===== src/rtl/spi_target_pkg.sv =====
// Shared types and constants for the SPI mode-0 target.
//   state_e           : target FSM states (IDLE, SHIFT)
//   SPI_FILL_DEFAULT  : idle MISO byte shifted out when nothing is queued
//   BYTE_W, BIT_CNT_W : byte width and bit-counter width
//   sat_inc16         : 16-bit saturating increment
package spi_target_pkg;

    typedef enum logic [0:0] {
        IDLE  = 1'b0,
        SHIFT = 1'b1
    } state_e;

    localparam logic [7:0] SPI_FILL_DEFAULT = 8'hFF;
    localparam int         BYTE_W           = 8;
    localparam int         BIT_CNT_W        = 3;

    function automatic logic [15:0] sat_inc16(input logic [15:0] v);
        logic [15:0] r;
        if (v == 16'hFFFF) begin
            r = v;
        end else begin
            r = v + 16'd1;
        end
        return r;
    endfunction

endpackage


===== src/rtl/spi_sync_edge.sv =====
// Multi-flop synchroniser with edge detection for one asynchronous input.
//   clk, reset_n : local clock, async active-low reset
//   d            : asynchronous input
//   level        : synchronised level (last sync stage)
//   rise, fall   : single-cycle edge strobes (last stage vs. one extra delay flop)
// RESET_VAL is the idle level the chain reset to, so no spurious edge is
// seen when reset is released with the input at its idle level.
module spi_sync_edge #(
    parameter int   SYNC_STAGES = 2,
    parameter logic RESET_VAL   = 1'b0
) (
    input  logic clk,
    input  logic reset_n,
    input  logic d,
    output logic level,
    output logic rise,
    output logic fall
);

    logic [SYNC_STAGES-1:0] sync_q;
    logic [SYNC_STAGES-1:0] sync_d;
    logic                   dly_q;
    logic                   dly_d;

    // Next-state for the synchroniser chain and the edge-detect delay flop.
    always_comb begin
        sync_d = {sync_q[SYNC_STAGES-2:0], d};
        dly_d  = sync_q[SYNC_STAGES-1];
    end

    // Synchroniser and delay registers.
    always_ff @(posedge clk or negedge reset_n) begin
        if (!reset_n) begin
            sync_q <= {SYNC_STAGES{RESET_VAL}};
            dly_q  <= RESET_VAL;
        end else begin
            sync_q <= sync_d;
            dly_q  <= dly_d;
        end
    end

    assign level = sync_q[SYNC_STAGES-1];
    assign rise  = level & ~dly_q;
    assign fall  = ~level & dly_q;

endmodule


===== src/rtl/spi_target.sv =====
// SPI mode-0 target: oversamples SCLK/CS_n/MOSI in clk, deserialises MOSI
// into bytes and serialises queued response bytes onto MISO, MSB first.
//   clk, reset_n          : local clock (>= 4x SCLK), async active-low reset
//   spi_sclk/cs_n/mosi    : SPI inputs from the controller
//   spi_miso, spi_miso_oe : MISO data and drive enable
//   tx_data/valid/ready   : one-byte response holding register (valid/ready)
//   rx_data/valid         : last received byte, one-clk strobe
//   tx_underrun           : FILL_BYTE was used for a byte after the first
//   busy                  : frame active
// Optional build macro SPI_TARGET_FRAME_CNT_EN adds frame_bytes[15:0], a
// per-frame saturating count of received bytes.
module spi_target
    import spi_target_pkg::*;
#(
    parameter logic [BYTE_W-1:0] FILL_BYTE   = SPI_FILL_DEFAULT,
    parameter int                SYNC_STAGES = 2
) (
    input  logic              clk,
    input  logic              reset_n,
    input  logic              spi_sclk,
    input  logic              spi_cs_n,
    input  logic              spi_mosi,
    output logic              spi_miso,
    output logic              spi_miso_oe,
    input  logic [BYTE_W-1:0] tx_data,
    input  logic              tx_valid,
    output logic              tx_ready,
    output logic [BYTE_W-1:0] rx_data,
    output logic              rx_valid,
    output logic              tx_underrun,
    output logic              busy
`ifdef SPI_TARGET_FRAME_CNT_EN
    ,
    output logic [15:0]       frame_bytes
`endif
);

    logic sclk_rise_s, sclk_fall_s, sclk_level_s;
    logic cs_rise_s, cs_fall_s, cs_level_s;
    logic mosi_s, mosi_rise_s, mosi_fall_s;
    logic unused_edges_s;

    spi_sync_edge #(.SYNC_STAGES(SYNC_STAGES), .RESET_VAL(1'b0)) u_sync_sclk (
        .clk(clk), .reset_n(reset_n), .d(spi_sclk),
        .level(sclk_level_s), .rise(sclk_rise_s), .fall(sclk_fall_s)
    );
    spi_sync_edge #(.SYNC_STAGES(SYNC_STAGES), .RESET_VAL(1'b1)) u_sync_cs (
        .clk(clk), .reset_n(reset_n), .d(spi_cs_n),
        .level(cs_level_s), .rise(cs_rise_s), .fall(cs_fall_s)
    );
    // Same depth as SCLK so the sampled MOSI bit lines up with the rise strobe.
    spi_sync_edge #(.SYNC_STAGES(SYNC_STAGES), .RESET_VAL(1'b1)) u_sync_mosi (
        .clk(clk), .reset_n(reset_n), .d(spi_mosi),
        .level(mosi_s), .rise(mosi_rise_s), .fall(mosi_fall_s)
    );
    assign unused_edges_s = &{1'b0, mosi_rise_s, mosi_fall_s, sclk_level_s, cs_level_s};

    state_e               state_q, state_d;
    logic [BIT_CNT_W-1:0] bit_cnt_q, bit_cnt_d;
    logic [BYTE_W-2:0]    rx_shift_q, rx_shift_d;
    // Bits still to be sent after the one currently on MISO (miso_q is shift[7]).
    logic [BYTE_W-2:0]    tx_rem_q, tx_rem_d;
    logic                 byte_done_q, byte_done_d;
    logic [BYTE_W-1:0]    hold_q, hold_d;
    logic                 hold_full_q, hold_full_d;
    logic [BYTE_W-1:0]    rx_data_q, rx_data_d;
    logic                 rx_valid_q, rx_valid_d;
    logic                 tx_underrun_q, tx_underrun_d;
    logic                 miso_q, miso_d;
    logic                 oe_q, oe_d;
    logic                 busy_q, busy_d;
    logic [BYTE_W-1:0]    load_byte_s;
    logic [BYTE_W-1:0]    rx_byte_s;
    logic                 consume_s;
`ifdef SPI_TARGET_FRAME_CNT_EN
    logic [15:0]          frame_q, frame_d;
`endif

    // FSM next-state, shift datapath and tx holding-register handshake.
    always_comb begin
        state_d       = state_q;
        bit_cnt_d     = bit_cnt_q;
        rx_shift_d    = rx_shift_q;
        tx_rem_d      = tx_rem_q;
        byte_done_d   = byte_done_q;
        hold_d        = hold_q;
        hold_full_d   = hold_full_q;
        rx_data_d     = rx_data_q;
        rx_valid_d    = 1'b0;
        tx_underrun_d = 1'b0;
        miso_d        = miso_q;
        oe_d          = oe_q;
        busy_d        = busy_q;
        consume_s     = 1'b0;
        load_byte_s   = hold_full_q ? hold_q : FILL_BYTE;
        rx_byte_s     = {rx_shift_q, mosi_s};
`ifdef SPI_TARGET_FRAME_CNT_EN
        frame_d       = frame_q;
`endif
        case (state_q)
            IDLE: begin
                if (cs_fall_s) begin
                    state_d     = SHIFT;
                    consume_s   = hold_full_q;
                    miso_d      = load_byte_s[BYTE_W-1];
                    tx_rem_d    = load_byte_s[BYTE_W-2:0];
                    bit_cnt_d   = {BIT_CNT_W{1'b0}};
                    byte_done_d = 1'b0;
                    oe_d        = 1'b1;
                    busy_d      = 1'b1;
`ifdef SPI_TARGET_FRAME_CNT_EN
                    frame_d     = 16'd0;
`endif
                end else begin
                    state_d = IDLE;
                end
            end
            SHIFT: begin
                // cs_n edges take priority over a coincident SCLK edge.
                if (cs_rise_s) begin
                    state_d     = IDLE;
                    bit_cnt_d   = {BIT_CNT_W{1'b0}};
                    byte_done_d = 1'b0;
                    oe_d        = 1'b0;
                    miso_d      = 1'b1;
                    busy_d      = 1'b0;
                end else if (sclk_rise_s) begin
                    rx_shift_d = rx_byte_s[BYTE_W-2:0];
                    if (bit_cnt_q == 3'd7) begin
                        rx_data_d   = rx_byte_s;
                        rx_valid_d  = 1'b1;
                        bit_cnt_d   = 3'd0;
                        byte_done_d = 1'b1;
`ifdef SPI_TARGET_FRAME_CNT_EN
                        frame_d     = sat_inc16(frame_q);
`endif
                    end else begin
                        bit_cnt_d = bit_cnt_q + 3'd1;
                    end
                end else if (sclk_fall_s) begin
                    if (byte_done_q) begin
                        consume_s     = hold_full_q;
                        tx_underrun_d = ~hold_full_q;
                        miso_d        = load_byte_s[BYTE_W-1];
                        tx_rem_d      = load_byte_s[BYTE_W-2:0];
                        byte_done_d   = 1'b0;
                    end else begin
                        miso_d   = tx_rem_q[BYTE_W-2];
                        tx_rem_d = {tx_rem_q[BYTE_W-3:0], 1'b0};
                    end
                end else begin
                    state_d = SHIFT;
                end
            end
            default: begin
                state_d = IDLE;
            end
        endcase
        // A consume only happens when holding is full, so tx_ready is low and
        // no accept can coincide; an accept into an empty holding register
        // on a load cycle leaves FILL_BYTE in the shifter.
        if (tx_valid && !hold_full_q) begin
            hold_d      = tx_data;
            hold_full_d = 1'b1;
        end else if (consume_s) begin
            hold_full_d = 1'b0;
        end else begin
            hold_full_d = hold_full_q;
        end
    end

    // State and datapath registers.
    always_ff @(posedge clk or negedge reset_n) begin
        if (!reset_n) begin
            state_q       <= IDLE;
            bit_cnt_q     <= {BIT_CNT_W{1'b0}};
            rx_shift_q    <= {(BYTE_W-1){1'b0}};
            tx_rem_q      <= {(BYTE_W-1){1'b0}};
            byte_done_q   <= 1'b0;
            hold_q        <= {BYTE_W{1'b0}};
            hold_full_q   <= 1'b0;
            rx_data_q     <= {BYTE_W{1'b0}};
            rx_valid_q    <= 1'b0;
            tx_underrun_q <= 1'b0;
            miso_q        <= 1'b1;
            oe_q          <= 1'b0;
            busy_q        <= 1'b0;
`ifdef SPI_TARGET_FRAME_CNT_EN
            frame_q       <= 16'd0;
`endif
        end else begin
            state_q       <= state_d;
            bit_cnt_q     <= bit_cnt_d;
            rx_shift_q    <= rx_shift_d;
            tx_rem_q      <= tx_rem_d;
            byte_done_q   <= byte_done_d;
            hold_q        <= hold_d;
            hold_full_q   <= hold_full_d;
            rx_data_q     <= rx_data_d;
            rx_valid_q    <= rx_valid_d;
            tx_underrun_q <= tx_underrun_d;
            miso_q        <= miso_d;
            oe_q          <= oe_d;
            busy_q        <= busy_d;
`ifdef SPI_TARGET_FRAME_CNT_EN
            frame_q       <= frame_d;
`endif
        end
    end

    assign spi_miso    = miso_q;
    assign spi_miso_oe = oe_q;
    assign tx_ready    = ~hold_full_q;
    assign rx_data     = rx_data_q;
    assign rx_valid    = rx_valid_q;
    assign tx_underrun = tx_underrun_q;
    assign busy        = busy_q;
`ifdef SPI_TARGET_FRAME_CNT_EN
    assign frame_bytes = frame_q;
`endif

endmodule


===== config.mk =====
export PLATFORM = sky130hd
export DESIGN_NAME = spi_target
export DESIGN_NICKNAME = d
export VERILOG_FILES = /design/src/rtl/spi_target_pkg.sv /design/src/rtl/spi_sync_edge.sv /design/src/rtl/spi_target.sv
export SDC_FILE = /design/constraint.sdc
export NUM_CORES = 1
export LEC_CHECK = 0
export ABC_CLOCK_PERIOD_IN_PS = 3600
export BUFFER_PORTS_ARGS = -buffer_cell sky130_fd_sc_hd__clkbuf_2
export CAP_MARGIN = 0
export CELL_PAD_IN_SITES_DETAIL_PLACEMENT = 1
export CELL_PAD_IN_SITES_GLOBAL_PLACEMENT = 1
export CORE_ASPECT_RATIO = 2
export CORE_MARGIN = 5
export CORE_UTILIZATION = 30
export DETAILED_ROUTE_END_ITERATION = 16
export GPL_ROUTABILITY_DRIVEN = 0
export GPL_TIMING_DRIVEN = 0
export PLACE_DENSITY_LB_ADDON = 0.1
export SYNTH_ARGS = -nofsm -noshare
export SYNTH_HDL_FRONTEND = slang
export SYNTH_SLANG_ARGS = --single-unit

===== constraint.sdc =====
create_clock -name clk -period 3.6 [get_ports clk]
set_input_delay 0.18 -clock clk [delete_from_list [all_inputs] [get_ports clk]]
set_output_delay 0.18 -clock clk [all_outputs]
set_load 0.02 [all_outputs]

==> flow_summary.json <==
{
  "status": "completed",
  "cp_top_family": "flip-flops",
  "grt_max_degree": 49,
  "grt.total_usage": 0.117,
  "ys_types": 31,
  "cts_tree": "done",
  "relSlewSlack": 0.772,
  "post-route-util": 0.370,
  "core_area_um2": 6890,
  "final_common_cell": "dfrtp_1",
  "fp-row-count": 43,
  "routed_wl_um": 4380,
  "crit_start": "u_sync_sclk.dly_q",
  "setup_viol": 0,
  "netlist_area_um2": 2090,
  "skew_ns": 0.00594,
  "synthesis.nets": 183,
  "yosysSeqAreaShare": 0.579,
  "cp_num_cells": 7,
  "final_cells": 292,
  "maxCapViolCount": 0,
  "grt_overflow": 0,
  "min_path_type": "in2reg",
  "ir_drop_mv": 0.403,
  "crit_fanout": 10,
  "clockRootBuffer": "clkbuf_16",
  "antenna_found_initial": 0,
  "fin_crit_sh": 0.431,
  "layout-drive-gt1-share": 0.401,
  "cts_buffers": 5,
  "vias": 1346,
  "final_cell_mix": "dfrtp_1 (42), clkbuf_2 (27), mux2_2 (23)",
  "portBuffers": 27,
  "rsz0062_at_grt": "false",
  "diodes": 0,
  "grt_pass1_vias": 1536,
  "required_ns": 3.77,
  "ys.flop_type": "dfrtp_1",
  "fillerInstances": 783,
  "start_kind": "flop",
  "arrival_ns": 1.72,
  "powerDensity_nw_per_um2": 627,
  "cp-end-kind": "flop",
  "wire_per_inst_um": 15.0,
  "die-area_um2": 8830,
  "fin_nets": 222,
  "cpPeakStageDelay_ns": 0.38,
  "critPathKind": "reg2reg",
  "dp_cells": 279,
  "first_pass_iters": 3,
  "dp_slack_ns": 2.05,
  "die_x_um": 69.0,
  "crit_chain": "inv_1, ha_1, nor2b_1, a31oi_4, buf_6, nand2_1, o21ai_2",
  "yosys_warnings": 0,
  "first_iter_violations": 13,
  "timing.rr.start": "u_sync_sclk.dly_q",
  "synth_edf_count": 0,
  "dp_hpwl_um": 3280,
  "whs_path_depth": 2,
  "ys_ff_latch": 48,
  "syn_avg_cell_area_um2": 12.9,
  "reg2reg_to": "tx_rem_q[6]",
  "hold_ws_ns": 0.119,
  "clock_sinks": 48,
  "rr_worst_depth": 7,
  "clkLatencyLatePin_ns": 0.29,
  "ys_async_sr_fraction": 1.00,
  "cts_max_path_buffers": 2,
  "fin_crit_ns": 1.55,
  "path_buf_inv": 2,
  "grt_pass1_wl_um": 7560,
  "fmax_mhz": 644,
  "fin_ws_ns": 2.05,
  "worstMarginPinSlew_ns": 0.342,
  "cts.reportedPaths.clkPinSlew_ns": 0.06,
  "critical-path-slowest-cell": "dfrtp_1",
  "cts_max_level": 2,
  "initial_core_util": 0.303,
  "crit_path_end": "tx_rem_q[6]",
  "hold_violations": 0,
  "syn_to_final_growth_pct": 22.1,
  "cts_setup_buffers": 0,
  "tns_ns": 0,
  "drc": 0,
  "leakage_nw": 1.19,
  "regArea_um2": 1210,
  "slew_violations": 0,
  "vias_per_cell": 4.61,
  "ios": 28,
  "chipHeight_um": 128,
  "antenna_left": 0,
  "multi_input_area_um2": 787,
  "worst-r2r-setup-slack_ns": 2.05,
  "syn-instance-count": 162
}
-- worst min path at each step --
stage / endpoint / slack, ns / from
final: hold_q[4] / 0.12 / tx_data[4]
after CTS: hold_q[4] / 0.11 / tx_data[4]
after detailed placement: u_sync_mosi.sync_q[0] / 0.27 / spi_mosi
after global routing: hold_q[5] / 0.12 / tx_data[5]
after global placement: u_sync_cs.sync_q[0] / 0.27 / spi_cs_n
after floorplan: bit_cnt_q[0] / -0.12 / reset_n
-- power breakdown --
group	internal [W]	switching, W
clock network	0.000276	0.000196
logic	0.000178	0.000176
registers	0.000684	0.0000884
total	0.00114	0.000460
-- cell families after synthesis --
family | share of synthesized area
adder cells (fa/ha/maj) | 0.0419
flip-flops | 0.579
AND/OR/NAND/NOR | 0.103
AO/OA/AOI/OAI | 0.108
buffers and inverters | 0.0443
multiplexers | 0.124
-- layout make-up --
cell class,count,area share
clock inverter,2,0.00589
inverter,8,0.0118
multi-input combinational,98,0.309
tap,90,0.0442
timing repair buffer,32,0.0765
buffer,8,0.0245
clock buffer,6,0.0545
sequential,48,0.474
-- metrics by stage --
step | area (µm²) | total power, W
2_1_floorplan | 2090 | 0.00102
3_3_place_gp | 2340 | 0.00112
3_5_place_dp | 2340 | 0.00114
4_1_cts | 2520 | 0.00163
5_1_grt | 2550 | 0.00170
6_report | 2550 | 0.00160
-- cells in the mapped netlist, types with 2 or more instances --
cell      count  share of area
dfrtp_1      42           0.50
mux2_2       23           0.12
nand2_1      13          0.023
o21ai_0      13          0.031
inv_1         8          0.014
ha_1          7          0.042
nand3b_1      7          0.025
dfstp_2       6          0.075
a21oi_1       4         0.0096
o21ai_1       4         0.0096
a211oi_1      3          0.011
buf_6         3          0.016
nor2_1        3         0.0054
nor2b_1       3         0.0090
o21ai_2       3          0.013
buf_2         2         0.0048
buf_4         2         0.0072
nand2b_1      2         0.0060
o21a_1        2         0.0072
-- routing by layer --
| metal | part of all wire | vias to the layer above | GRT usage |
|---|---|---|---|
| met5 | 0 | - | 0 |
| met4 | 0.020 | 0 | 0.0448 |
| met3 | 0.033 | 7 | 0.0298 |
| met2 | 0.60 | 18 | 0.218 |
| met1 | 0.34 | 684 | 0.117 |
| li1 | - | 637 | - |
-- repair_timing --
action / CTS / global route
endpoints found under the hold margin: 3 / 11
gates resized for setup: 0 / 0
hold buffers: 3 / 1
-- flip-flops by register name, indices dropped and copies added (netlist names), 2 cells and up --
register / cells
u_sync_mosi.sync_q: 2
rx_data: 8
u_sync_sclk.sync_q: 2
u_sync_cs.sync_q: 2
rx_shift_q: 7
tx_rem_q: 7
hold_q: 8
bit_cnt_q: 3
Note: power is estimated with default switching activity, not from simulation.
